### src/rtl/gpio_ip.sv
// gpio_ip: a single software-writable output register that drives the GPIO pins
// and can be read back through a registered read port.
module gpio_ip #(
  parameter int unsigned    WIDTH     = 32,
  parameter logic [WIDTH-1:0] RESET_VAL = '0
) (
  input  logic             clk,
  input  logic             resetn,
  input  logic             write_en,
  input  logic             read_en,
  input  logic [WIDTH-1:0] wdata,
  output logic [WIDTH-1:0] rdata,
  output logic [WIDTH-1:0] gpio_out
);

  logic [WIDTH-1:0] gpio_reg;
  logic [WIDTH-1:0] rdata_reg;

  // Output register: the pins come straight from a flop, so they never glitch.
  always_ff @(posedge clk) begin
    if (!resetn) begin
      gpio_reg <= RESET_VAL;
    end else if (write_en) begin
      gpio_reg <= wdata;
    end
  end

  // A read in the same cycle as a write returns the value from before the write.
  always_ff @(posedge clk) begin
    if (!resetn) begin
      rdata_reg <= '0;
    end else if (read_en) begin
      rdata_reg <= gpio_reg;
    end
  end

  assign gpio_out = gpio_reg;
  assign rdata    = rdata_reg;

endmodule

### config.mk
export PLATFORM = sky130hd
export DESIGN_NAME = gpio_ip
export DESIGN_NICKNAME = d
export VERILOG_FILES = /design/src/rtl/gpio_ip.sv
export SDC_FILE = /design/constraint.sdc
export NUM_CORES = 1
export LEC_CHECK = 0
export CORE_ASPECT_RATIO = 1.1
export CORE_UTILIZATION = 46
export DETAILED_ROUTE_END_ITERATION = 10
export PLACE_DENSITY = 0.91
export SETUP_SLACK_MARGIN = 0.15
export SLEW_MARGIN = 20
export SYNTH_ARGS = -nofsm -noshare
export SYNTH_HDL_FRONTEND = slang
export SYNTH_SLANG_ARGS = --single-unit
### constraint.sdc
create_clock -name clk -period 1.5 [get_ports clk]
set_input_delay 0.225 -clock clk [delete_from_list [all_inputs] [get_ports clk]]
set_output_delay 0.225 -clock clk [all_outputs]
set_load 0.01 [all_outputs]
## After elaboration in Yosys (flattened, before gate mapping)

Index checks and enable logic that the tools add are counted.

- Register bits after elaboration: 64
- Bits of input ports: 36
- Logic and storage cells: 2

## Logic depth before layout (Yosys ltp)

- Depth in word-level cells: 0
- Gate-level depth with buffers: 4
- Mapped depth without buffers: 2

## Worst setup path before layout

Ideal clock, no wire load.

- Kind: in2reg
- From: input read_en
- To: register rdata_reg[10], in the netlist rdata[10]
- Buffers on the path: 2
- Required time: 1,384 ps
- Library setup time: 116 ps
- Path slack: 687 ps
- Data arrival time: 697 ps
- Stages: 4
- Cell sequence: buf_6 > buf_12 > mux2i_1 > nor2b_1

RTL lines:

| item | line | text |
|---|---|---|
| start: declaration | 10 | `input logic read_en,` |
| end signal: assignment | 33 | `rdata_reg <= gpio_reg;` |
| end: declaration | 17 | `logic [WIDTH-1:0] rdata_reg;` |

## Worst setup path after layout

- From: register gpio_reg[3], in the netlist gpio_out[3]
- To: output gpio_out[3]

RTL lines:

| item | line | text |
|---|---|---|
| start: declaration | 16 | `logic [WIDTH-1:0] gpio_reg;` |
| start signal: assignment | 24 | `gpio_reg <= wdata;` |
| end: declaration | 13 | `output logic [WIDTH-1:0] gpio_out` |

No word-level cell between the ends.

==> results.ini <==
[clock_tree]
clk_latency_ps=330
cts_tree=done
cts-htree-levels=3
cts_num_sinks=64
numCtsBuffers=9
clkTransAtPathRegs_ps=60
cts_setup_buffers=0
cts-root-buf=clkbuf_8
clk_path_buf_depth=2

[place]
gp_routability_congestion=0.6934
io_buffers=99
dp_hpwl_mm=3.328

[synth]
synth-edff-count=0
synthSimpleGateAreaFrac_pct=16.06
synth_cell_types=7
synth.net_count=243
synthTopCellsByCount=dfxtp_1, mux2i_1, nor2b_1, buf_12, clkbuf_1
syn-cell-area_um2=2492
synth_ff_type=dfxtp_1
synth-compound-area-share_pct=0
synth_mux_area_share_pct=25.70
netlist_instances=207
async_flop_share_pct=0
yosysWarningCount=0
synth_top_area_share_pct=51.41
synthXorXnorAreaFrac_pct=0
synth_top_area_cell=dfxtp_1
synth_fa_ha_area_share_pct=0
synth_top_family_by_area=multiplexers
ys_seq_area_share_pct=51.41
syn_avg_cell_area_um2=12.04
ys_top_cells_by_area=dfxtp_1, mux2i_1, nor2b_1
synth-seq-cells=64

[pwr]
p_leak_uw=0.001736
cellPowerDensity_nw_per_um2=1034
pwr-share-comb_pct=12.8
clkPwrFrac_pct=37.3
finalPower_uw=3673
ir_drop_uv=636.4
p_int_uw=2819
p_sw_share_pct=23.24
seqPwrFrac_pct=49.9
switching_power_uw=853.4

[layout]
nNetsFinal=341
areaGrowthSynthToFinish_pct=42.57
drive_gt1_share_pct=5.806
antennaDiodeCount=0
nFillCells=421

[timing]
tns_ps=0
setup_viol=0
finalCritPeriodShare_pct=80.93
fin_skew_ps=4.169
maxSlewViolCount=0
rsz0062_at_grt=false
finalHoldViolations=0
max_freq_mhz=823.7
slew_headroom_pct=83.67
fin_crit_ps=1214
worst_pin_slew_ps=244.9

[setup_path]
critPathLaunchType=flop
crit_chain=dlygate4sd2_1
path_max_fanout=3
crit_arrival_ps=990
end_kind=primary output
cpLargestDelayFamily=flip-flops
crit_type=reg2out
path_buf_inv=1
cp_data_required_time_ps=1270
critPathMaxStageDelay_ps=370
critPathSlowestCell=dfxtp_1

[floorplanning]
start_util_pct=48.86
die-area_um2=5717
core_um2=5101
die_x_um=72.19
ios=100
std_cell_rows=27
die-height_um=79.20

[drt]
avgRoutedWirePerCell_um=13.03
ant_nets=0
route.detailed.drc=0
wirelength_mm=4.979
drt_iter0_drc=131
dr.pass1.iters=4
via_per_inst=4.539
num_vias=1734

[global_routing]
grt_pass1_wl_mm=7.797
grt.overflow.total=0
grt_max_degree=65
track_usage_pct=18.27
grt_pass1_vias=1697
antenna_found_initial=0

[worst_hold_path]
hold_path.class=in2reg

[run]
maxCapViolCount=0

[outcome]
status=finished clean

==> power by group through the flow <==
stage          Sequential [µW]  Combinational (µW)  Clock (µW)
6_report                  1830                 471        1370
3_5_place_dp              1870                 532           0
4_1_cts                   1830                 480        1420
3_3_place_gp              1870                 521           0
2_1_floorplan             1900                 238           0
5_1_grt                   1840                 510        1490
==> metal layers <==
metal / up-vias / global-route usage (%) / routed length, µm
li1: 877 / - / -
met1: 777 / 20.41 / 2155
met2: 70 / 29.91 / 2379
met3: 10 / 5.203 / 315
met4: 0 / 12.35 / 129
met5: - / 0 / 0
==> layout make-up <==
type                            count  area, µm²  share of cell area (%)
Tap cell                           72      90.09                   2.535
Clock inverter                      4      45.04                   1.268
Multi-Input combinational cell    128       1041                   29.30
Clock buffer                       12      135.1                   3.803
Sequential cell                    64       1281                   36.06
Timing Repair Buffer              102      960.9                   27.04
==> cell usage in the layout (no fill, tap or decap) <==
master / count
clkbuf_8: 9
buf_2: 2
clkdlybuf4s50_1: 33
dlygate4sd2_1: 64
clkbuf_1: 3
buf_12: 3
clkinv_2: 3
nor2b_1: 64
dfxtp_1: 64
bufinv_16: 1
mux2i_1: 64
==> worst paths after layout <==
kind / startpoint / endpoint / slack [ps] / depth (start not counted)
max: gpio_out[3] / gpio_out[3] / 290 / 1
min: write_en / gpio_out[2] / 450 / 4
max reg2reg: gpio_out[19] / rdata[19] / 830 / 2
min reg2reg: rdata[28] / rdata[28] / 510 / 2
==> timing repair <==
action / 4_1_cts / 5_1_grt
resized for setup: 64 / 0
hold buffers: 0 / 0
setup endpoints to repair: 64 / 0
==> cell families after synthesis <==
kind of cell,count (synthesis)
mux,64
flops,64
simple gates,64
buf+inv,15
==> per-stage QoR <==
stage	hold slack, ps	util, %	worst slack (ps)	instance area [µm²]	instances
after floorplan	394.5	-	687.2	2492	207
after global placement	495.2	67.70	319.2	3453	366
after detailed placement	501.2	67.70	271.5	3453	366
after CTS	447.8	69.66	253.6	3553	382
after global routing	469.7	69.66	229.7	3553	382
final	449.1	69.66	286.0	3553	382
Power figures use the tool's default switching activity.
